**src/rtl/cevero_dvfs_sequencer.sv**
```systemverilog
// Applies DVFS voltage/frequency targets to the regulator and clock generator in a safe order.
// Optional ack timeout: define CEVERO_DVFS_SEQ_TIMEOUT_EN.
module cevero_dvfs_sequencer #(
  parameter logic [2:0]  ResetVoltage = 3'd5,
  parameter logic [31:0] ResetFreq    = 32'd100,
  parameter logic [31:0] MinFreq      = 32'd10,
  parameter logic [31:0] MaxFreq      = 32'd100,
  parameter logic [2:0]  MaxVoltage   = 3'd5,
  parameter int unsigned SettleCycles = 4,
  parameter int unsigned AckTimeout   = 64
) (
  input  logic        clk_i,
  input  logic        rst_ni,
  input  logic [2:0]  target_voltage_i,
  input  logic [31:0] target_freq_i,
  output logic        vreg_req_o,
  output logic [2:0]  vreg_level_o,
  input  logic        vreg_ack_i,
  output logic [31:0] freq_o,
  output logic [2:0]  voltage_o,
  output logic        busy_o,
  output logic        error_o,
  output logic [2:0]  dbg_state_o
);

  // Handshake: vreg_req_o rises on entry to VUP/VDN and holds vreg_level_o stable;
  // the first clock edge that samples vreg_ack_i high while req is up completes it.
  typedef enum logic [2:0] {
    IDLE, VUP, VUP_SETTLE, FDOWN, VDN, VDN_SETTLE, FSET
  } state_e;

  state_e      state_q, state_d;
  logic        phase_q, phase_d;
  logic [2:0]  voltage_q, voltage_d;
  logic [31:0] freq_q, freq_d;
  logic        req_q, req_d;
  logic [2:0]  level_q, level_d;
  logic [2:0]  tgt_v_q, tgt_v_d;
  logic [31:0] tgt_f_q, tgt_f_d;
  logic [31:0] settle_q, settle_d;
  logic [2:0]  clamp_v;
  logic [31:0] clamp_f;

`ifdef CEVERO_DVFS_SEQ_TIMEOUT_EN
  logic [31:0] to_q, to_d;
  logic        err_q, err_d;
`endif

  always_comb begin
    clamp_f = target_freq_i;
    if (target_freq_i < MinFreq) clamp_f = MinFreq;
    else if (target_freq_i > MaxFreq) clamp_f = MaxFreq;
    clamp_v = (target_voltage_i > MaxVoltage) ? MaxVoltage : target_voltage_i;
  end

  always_comb begin
    state_d   = state_q;
    phase_d   = phase_q;
    voltage_d = voltage_q;
    freq_d    = freq_q;
    req_d     = req_q;
    level_d   = level_q;
    tgt_v_d   = tgt_v_q;
    tgt_f_d   = tgt_f_q;
    settle_d  = settle_q;
`ifdef CEVERO_DVFS_SEQ_TIMEOUT_EN
    to_d      = to_q;
    err_d     = 1'b0;
`endif
    unique case (state_q)
      IDLE: begin
        if (clamp_v != voltage_q || clamp_f != freq_q) begin
          tgt_v_d = clamp_v;
          tgt_f_d = clamp_f;
          phase_d = 1'b0;
          if (clamp_v > voltage_q) begin
            state_d = VUP;
            req_d   = 1'b1;
            level_d = clamp_v;
`ifdef CEVERO_DVFS_SEQ_TIMEOUT_EN
            to_d    = '0;
`endif
          end else if (clamp_v < voltage_q) begin
            state_d = FDOWN;
          end else begin
            state_d = FSET;
          end
        end
      end
      VUP, VDN: begin
        if (vreg_ack_i) begin
          voltage_d = tgt_v_q;
          req_d     = 1'b0;
          level_d   = tgt_v_q;
          settle_d  = 32'(SettleCycles);
          state_d   = (state_q == VUP) ? VUP_SETTLE : VDN_SETTLE;
`ifdef CEVERO_DVFS_SEQ_TIMEOUT_EN
          to_d      = '0;
        end else if (to_q == 32'(AckTimeout - 1)) begin
          // Abandon the change; the level reverts to the last confirmed voltage.
          req_d   = 1'b0;
          level_d = voltage_q;
          err_d   = 1'b1;
          to_d    = '0;
          state_d = IDLE;
        end else begin
          to_d    = to_q + 32'd1;
`endif
        end
      end
      VUP_SETTLE, VDN_SETTLE: begin
        if (settle_q <= 32'd1) begin
          settle_d = '0;
          phase_d  = 1'b0;
          state_d  = FSET;
        end else begin
          settle_d = settle_q - 32'd1;
        end
      end
      FDOWN: begin
        // A frequency that would rise is held until FSET, after the voltage drop.
        if (!phase_q) begin
          if (tgt_f_q <= freq_q) freq_d = tgt_f_q;
          phase_d = 1'b1;
        end else begin
          phase_d = 1'b0;
          state_d = VDN;
          req_d   = 1'b1;
          level_d = tgt_v_q;
`ifdef CEVERO_DVFS_SEQ_TIMEOUT_EN
          to_d    = '0;
`endif
        end
      end
      FSET: begin
        if (!phase_q) begin
          freq_d  = tgt_f_q;
          phase_d = 1'b1;
        end else begin
          phase_d = 1'b0;
          state_d = IDLE;
        end
      end
      default: begin
        state_d = IDLE;
        phase_d = 1'b0;
        req_d   = 1'b0;
        level_d = voltage_q;
      end
    endcase
  end

  always_ff @(posedge clk_i or negedge rst_ni) begin
    if (!rst_ni) begin
      state_q   <= IDLE;
      phase_q   <= 1'b0;
      voltage_q <= ResetVoltage;
      freq_q    <= ResetFreq;
      req_q     <= 1'b0;
      level_q   <= ResetVoltage;
      tgt_v_q   <= ResetVoltage;
      tgt_f_q   <= ResetFreq;
      settle_q  <= '0;
    end else begin
      state_q   <= state_d;
      phase_q   <= phase_d;
      voltage_q <= voltage_d;
      freq_q    <= freq_d;
      req_q     <= req_d;
      level_q   <= level_d;
      tgt_v_q   <= tgt_v_d;
      tgt_f_q   <= tgt_f_d;
      settle_q  <= settle_d;
    end
  end

`ifdef CEVERO_DVFS_SEQ_TIMEOUT_EN
  always_ff @(posedge clk_i or negedge rst_ni) begin
    if (!rst_ni) begin
      to_q  <= '0;
      err_q <= 1'b0;
    end else begin
      to_q  <= to_d;
      err_q <= err_d;
    end
  end
  assign error_o = err_q;
`else
  assign error_o = 1'b0;
`endif

  assign vreg_req_o   = req_q;
  assign vreg_level_o = level_q;
  assign voltage_o    = voltage_q;
  assign freq_o       = freq_q;
  assign busy_o       = (state_q != IDLE);
  assign dbg_state_o  = state_q;

endmodule
```
**config.mk**
```make
export PLATFORM = sky130hd
export DESIGN_NAME = cevero_dvfs_sequencer
export DESIGN_NICKNAME = d
export VERILOG_FILES = /design/src/rtl/cevero_dvfs_sequencer.sv
export SDC_FILE = /design/constraint.sdc
export NUM_CORES = 1
export LEC_CHECK = 0
export BUFFER_PORTS_ARGS = -buffer_cell sky130_fd_sc_hd__buf_2
export CAP_MARGIN = 0
export CORE_MARGIN = 2
export CORE_UTILIZATION = 44
export DETAILED_ROUTE_END_ITERATION = 10
export GPL_TIMING_DRIVEN = 0
export SYNTH_ARGS = -nofsm -noshare
export SYNTH_HDL_FRONTEND = slang
export SYNTH_SLANG_ARGS = --single-unit
```
**constraint.sdc**
```tcl
create_clock -name clk_i -period 4.2 [get_ports clk_i]
set_input_delay 0.42 -clock clk_i [delete_from_list [all_inputs] [get_ports clk_i]]
set_output_delay 0.42 -clock clk_i [all_outputs]
set_load 0.05 [all_outputs]
```
==> results of run 1 <==
power groups by stage:
stage	logic (W)	registers [W]	clock network [W]
5_1_grt	0.00255	0.00150	0.00104
3_3_place_gp	0.00227	0.00147	0
6_report	0.00230	0.00147	0.000974
2_1_floorplan	0.00153	0.00164	0
3_5_place_dp	0.00230	0.00148	0
4_1_cts	0.00231	0.00146	0.00100
state kept, by name, indices dropped and copies added, names as in the netlist:
signal and flops:
freq_o 32, vreg_req_o 1, dbg_state_o 3, tgt_f_q 32, phase_q 1, vreg_level_o 3
tgt_v_q 3, voltage_o 3, settle_q 32
cells in the final DEF (no fill, tap or decap), drive strengths merged, types with 13 or more instances in the layout:
| cell | n |
|---|---|
| dfrtp | 98 |
| buf | 94 |
| o21ai | 61 |
| nand2 | 55 |
| nor2 | 48 |
| inv | 47 |
| mux2 | 37 |
| ha | 37 |
| a21oi | 32 |
| and2 | 27 |
| clkbuf | 23 |
| nor3 | 22 |
| nor4 | 19 |
| nand3 | 13 |
layer usage:
metal	GRT usage [%]	vias up	wire length, µm
met5	0	-	0
met4	5.10	0	135
met3	4.54	10	645
met2	34.7	117	7060
met1	26.3	2432	6520
li1	-	2464	-
cell type report:
| class | count | area (µm²) |
|---|---|---|
| buffer | 26 | 158 |
| clock buffer | 10 | 229 |
| clock inverter | 6 | 110 |
| fill | 1265 | 6600 |
| inverter | 47 | 176 |
| multi-input combinational | 455 | 3020 |
| sequential | 110 | 2770 |
| tap | 180 | 225 |
| timing repair buffer | 81 | 430 |
metrics by stage:
stage	util (%)	hold slack, ns	cell area (µm²)	power [W]	instances
global placement	49.2	0.458	6750	0.00374	898
floorplan	-	0.124	6120	0.00318	638
finish	51.9	0.0356	7120	0.00474	915
global route	51.9	0.0681	7120	0.00509	915
CTS	51.9	0.0549	7120	0.00478	915
detailed placement	49.4	0.434	6780	0.00378	899
Yosys cell counts (6+ instances only):
library cell   n
mux2_2        37
nand2_1       55
nor4_1        19
o21ai_1       11
o31ai_1       11
dfrtp_1       98
and2_1        27
o41ai_1        9
inv_1         47
nand3_1       13
dfstp_2       12
nand4_1        9
nor2_1        48
ha_1          37
a21oi_1       30
a21o_1         6
clkbuf_1      13
nor2b_1        7
nor3_1        22
o21ai_0       50
logic make-up (layout without fill, tap and decap cells):
logic type | Yosys count | count (layout) | share of synthesized area [%]
AOI/OAI and AO/OA | 155 | 155 | 16.2
xor gates and xnor gates | 5 | 5 | 0.715
adders and majority gates | 37 | 37 | 7.56
buffers and inverters | 73 | 170 | 5.46
DFF | 110 | 110 | 45.2
muxes | 39 | 39 | 7.13
other | 1 | 1 | 0.0613
and+or+nand+nor | 218 | 218 | 17.6
path summary, 6_finish.rpt:
kind	to	depth (start not counted)
min in group clk_i	tgt_f_q[4]	3
hold reg to reg	settle_q[19]	1
setup / recovery	freq_o[26]	9
max in group asynchronous	voltage_o[2]	2
setup reg to reg	freq_o[26]	9
hold / removal	freq_o[12]	1
==> summary.md, run 1 <==
| Metric | Value |
|---|---|
| Internal Dissipation | 0.00268 W |
| Sequential Power Share | 30.9% |
| Core box area | 0.0137 mm² |
| Sequential share of the synthesized area | ~45% |
| Remaining DRCs | 0 |
| Cells after synthesis | 638 |
| Syn nets | roughly 710 |
| Outcome | completed |
| FFs w/ async S/R, synth | between 90% and 100% |
| Gate power share | between 40% and 50% |
| Worst-Skew Late Latency | 0.35 ns |
| Slowest cell on crit path | nor4_1 |
| Vias per cell | 5.49 |
| Max clock buf depth | 2 |
| Initial core utilization | around 45% |
| Initial DRC count | between 300 and 400 |
| Total GRT Usage | between 20 and 25% |
| Synth area leaders | dfrtp_1, ha_1, mux2_2, dfstp_2, o21ai_0 |
| Clock Skews | between 0.008 and 0.009 ns |
| Main flop type after synthesis | dfrtp_1 |
| Cell family with most CP delay | simple AND/OR/NAND/NOR gates |
| Setup WS pre-CTS | around 0.54 ns |
| Fmax achieved | between 200 and 300 MHz |
| P_leak | roughly 3.5 nW |
| Mapped cell area | between 0.006 and 0.007 mm² |
| WS Path Type | reg2reg |
| Worst path cell trace | inv_1, ha_1, nand3_1, or3_1, nor4_1, o41ai_1, a21oi_1, clkbuf_1, mux2_2 |
| Power density over the cells | around 670 mW/mm² |
| Hold Vio Cnt, Final | 0 |
| Area leader, netlist | dfrtp_1 |
| Buf/Inv on CP | 2 |
| Vias in the first global route | between 4000 and 5000 |
| DRT Pass-1 Iters | 5 |
| Largest net degree at the start of global routing | 73 |
| Clock share of power | 20.5% |
| Required @ worst endpoint | 4.44 ns |
| Die area | 0.0149 mm² |
| Antenna cells | 0 |
| Headroom to the max-slew limit | between 20 and 30% |
| Placer Congestion | around 0.85 |
| YS warnings | 0 |
| Clock Pin Slew Worst Setup and Hold Paths | 0.07 ns |
| Num CTS Buffers | 9 |
| Post-synth EDFFs | 0 |
| Gr ovfl total | 0 |
| Max H-tree Level | 3 |
| HP Class | in2async |
| RSZ-0062 raised after global routing | no |
| Die height | about 120 µm |
| Chip width | 122 µm |
| Row count | 43 |
| Post-cts sizing count | 0 |
| Worst setup SP type | flop |
| Cts hold-fix bufs | 0 |
| Clk root buf | clkbuf_16 |
| Per-cell routed wire length | about 16 µm |
| Antenna violation net count after detailed routing | 0 |
| Final period util | about 86% |
| Final slew viol count | 0 |
| Reg2reg start | freq_o[30] |
| Yosys cell types | 57 |
| Sw Pwr | ~0.0021 W |
| Syn_area_per_cell | 9.59 µm² |
| I/O pin cnt | approximately 80 |
| Worst setup margin | between 0.5 and 0.6 ns |
| Max-cap violations | 0 |
| Vias | about 5000 |
| Setup Fix Bufs, Post-CTS | 0 |
| Sw frac | about 43% |
| Worst Setup SP | freq_o[30] |
| Final WL | 14400 µm |
| CP max FO | 10 |
| Clock sink count | 110 |
| DP HPWL | approximately 10000 µm |
| Flops & latches, synth | 110 |
| Crit path DAT | just under 4 ns |
| Worst VDD drop | 0.392 mV |
| Tmin final | 3.61 ns |
| CTS tree | yes |
| IO buf count | 80 |
| R2R Setup Slk | ~0.59 ns |
| Final Setup Violations | 0 |
| Initial antenna violation count | 0 |
| Worst slew pin tran | between 1 and 1.5 ns |
| Share of post-route cells with drive strength above 1 | between 20% and 30% |
| Slowest cell delay on critical path | between 0.6 and 0.7 ns |
| First-pass GRT wire length | 24000 µm |
| Final setup TNS | 0 ns |
| Layout Nets | just over 800 |
| Relative area change from synthesis to final layout | 16.3% |
| Critical Path Sink Type | flop |
| Top cell type's share of synthesized area | between 40% and 50% |
No activity file was read; power rests on OpenSTA's default activity.
==> run 2: changes to the inputs <==
CELL_PAD_IN_SITES_DETAIL_PLACEMENT = 0   (was unset)
CELL_PAD_IN_SITES_GLOBAL_PLACEMENT = 2   (was unset)
CORE_UTILIZATION = 39   (was 44)
PLACE_DENSITY_LB_ADDON = 0.1   (was unset)
==> run 2 against run 1 <==
Critical path depth is the same. Worst hold slack gained 0.33 ns. Fmax shrank 2.0%. Power shrank 0.23%. Critical path type unchanged.
==> summary.md, run 2 (same netlist as run 1, synthesis figures left out) <==
| Metric | Value |
|---|---|
| Layout Nets | 806 |
| Worst VDD drop | around 0.33 mV |
| Vias per cell | around 5.3 |
| Layout Cells excl Fill | between 900 and 1000 |
| Die area | ~0.017 mm² |
| Post-cts sizing count | 0 |
| Num CTS Buffers | 9 |
| WS Path Type | reg2reg |
| Core box area | 0.0153 mm² |
| IO buf count | 80 |
| Remaining DRCs | 0 |
| RSZ-0062 raised after global routing | no |
| DP HPWL | 10800 µm |
| Die height | about 130 µm |
| Hold Vio Cnt, Final | 0 |
| Required @ worst endpoint | roughly 4.4 ns |
| Cts hold-fix bufs | 1 |
| Max-cap violations | 0 |
| Largest net degree at the start of global routing | 74 |
| Max clock buf depth | 2 |
| Share of post-route cells with drive strength above 1 | approximately 22% |
| Clk root buf | clkbuf_16 |
| Power density over the cells | around 660 mW/mm² |
| Setup Fix Bufs, Post-CTS | 0 |
| Post-place instance area | about 0.0068 mm² |
| Fillers | around 1500 |
| Commonest non-fill, non-tap cell in the layout | dfrtp_1 |
| Final period util | between 80% and 90% |
| Headroom to the max-slew limit | a little under a third |
| Final setup TNS | 0 ns |
| DRT Pass-1 Iters | 4 |
| Final WL | 14700 µm |
| HP Class | in2reg |
| Slowest cell on crit path | nor4_1 |
| Antenna cells | 0 |
| Clock sink count | 110 |
| Area of the multi-input gates | between 0.003 and 0.004 mm² |
| Placer Congestion | just over 0.8 |
| Worst-Skew Late Latency | roughly 0.36 ns |
| Row count | 45 |
| Fmax achieved | 272 MHz |
| Tmin final | around 3.7 ns |
| Initial DRC count | between 200 and 300 |
| Worst path cell trace | inv_1, ha_1, nand3_1, or3_1, nor4_1, o41ai_1, a21oi_1, clkbuf_1, mux2_2 |
| Antenna violation net count after detailed routing | 0 |
| Chip width | 129 µm |
| CP max FO | 10 |
| Crit path DAT | 3.92 ns |
| Per-cell routed wire length | 15.5 µm |
| Final slew viol count | 0 |
| P_leak | about 3.5 nW |
| Initial core utilization | roughly 40% |
| First-pass GRT wire length | approximately 24000 µm |
| Dpl cells | 930 |
| Max H-tree Level | 3 |
| I/O pin cnt | between 80 and 90 |
| Final Setup Violations | 0 |
| Slowest cell delay on critical path | roughly 0.63 ns |
| Clock Skews | 0.00838 ns |
| Critical Path Sink Type | flop |
| Finished layout cell area | between 0.007 and 0.008 mm² |
| Storage element area | approximately 0.0028 mm² |
| Vias | about 5000 |
| Worst slew pin tran | about 1.0 ns |
| Total GRT Usage | between 10% and 20% |
| CTS tree | yes |
| Relative area change from synthesis to final layout | 17.0% |
| Outcome | completed |
| Vias in the first global route | 4898 |
| Initial antenna violation count | 0 |
| Highest-count cells in the layout ignoring fill and taps | dfrtp_1, buf_2, nand2_1 |
| Clock Pin Slew Worst Setup and Hold Paths | approximately 0.080 ns |
| Worst setup SP type | flop |
| Gr ovfl total | 0 |
==> run 2: cell count changes in the layout (fill, tap and decap cells not counted), sizes merged <==
| cell | change |
|---|---|
| bufinv | -1 |
| clkinv | +1 |
| inv | +1 |
| clkinvlp | -1 |
| dlygate4sd3 | +1 |
==> run 2: metrics by stage <==
stage               hold WS [ns]  total power, W  worst slack (ns)  utilization [%]
global route               0.367         0.00512             0.259             46.9
global placement           0.455         0.00380             0.487             44.5
finish                     0.367         0.00473             0.518             46.9
CTS                        0.349         0.00480             0.472             46.9
detailed placement         0.344         0.00383             0.489             44.7
floorplan                  0.124         0.00318              1.13                -
==> run 2: cell type report <==
class | instances | area share, %
buffer | 26 | 2.20
clock buffer | 10 | 3.34
clock inverter | 6 | 1.31
inverter | 47 | 2.46
multi-input combinational | 455 | 42.2
sequential | 110 | 38.6
tap | 211 | 3.69
timing repair buffer | 82 | 6.20
==> run 2: worst paths after layout <==
check / start / end / depth (start not counted) / slack, ns
setup / recovery: freq_o[30] / freq_o[24] / 9 / 0.52
hold / removal: target_freq_i[0] / tgt_f_q[0] / 3 / 0.37
setup reg to reg: freq_o[30] / freq_o[24] / 9 / 0.52
hold reg to reg: settle_q[19] / settle_q[19] / 1 / 0.48
max in group asynchronous: rst_ni / vreg_level_o[0] / 3 / 2.96
min in group asynchronous: rst_ni / freq_o[12] / 2 / 0.53
==> run 2: power by group <==
part	internal [W]	leakage, nW	total, W	switching, W
clock	0.000544	0.159	0.000950	0.000406
sequential	0.00129	1.47	0.00147	0.000185
combinational	0.000815	1.85	0.00231	0.00150
==> run 2: routing by layer <==
layer | vias to the layer above | share of wire, % | global-route usage [%] | wire, µm
met1 | 2439 | 47 | 24.0 | 6840
met5 | - | 0 | 0 | 0
met4 | 0 | 0.94 | 4.35 | 138
met3 | 10 | 3.9 | 4.05 | 576
li1 | 2467 | - | - | -
met2 | 109 | 49 | 32.0 | 7130
==> run 2: critical path: cells and delay by family (launching register included) <==
family / cells / cell delay (ns)
adder cells (fa/ha/maj): 1 / 0.31
multiplexers: 1 / 0.40
AND/OR/NAND/NOR: 3 / 1.13
AO/OA/AOI/OAI: 2 / 0.68
buffers and inverters: 2 / 0.62
flip-flops: 1 / 0.41
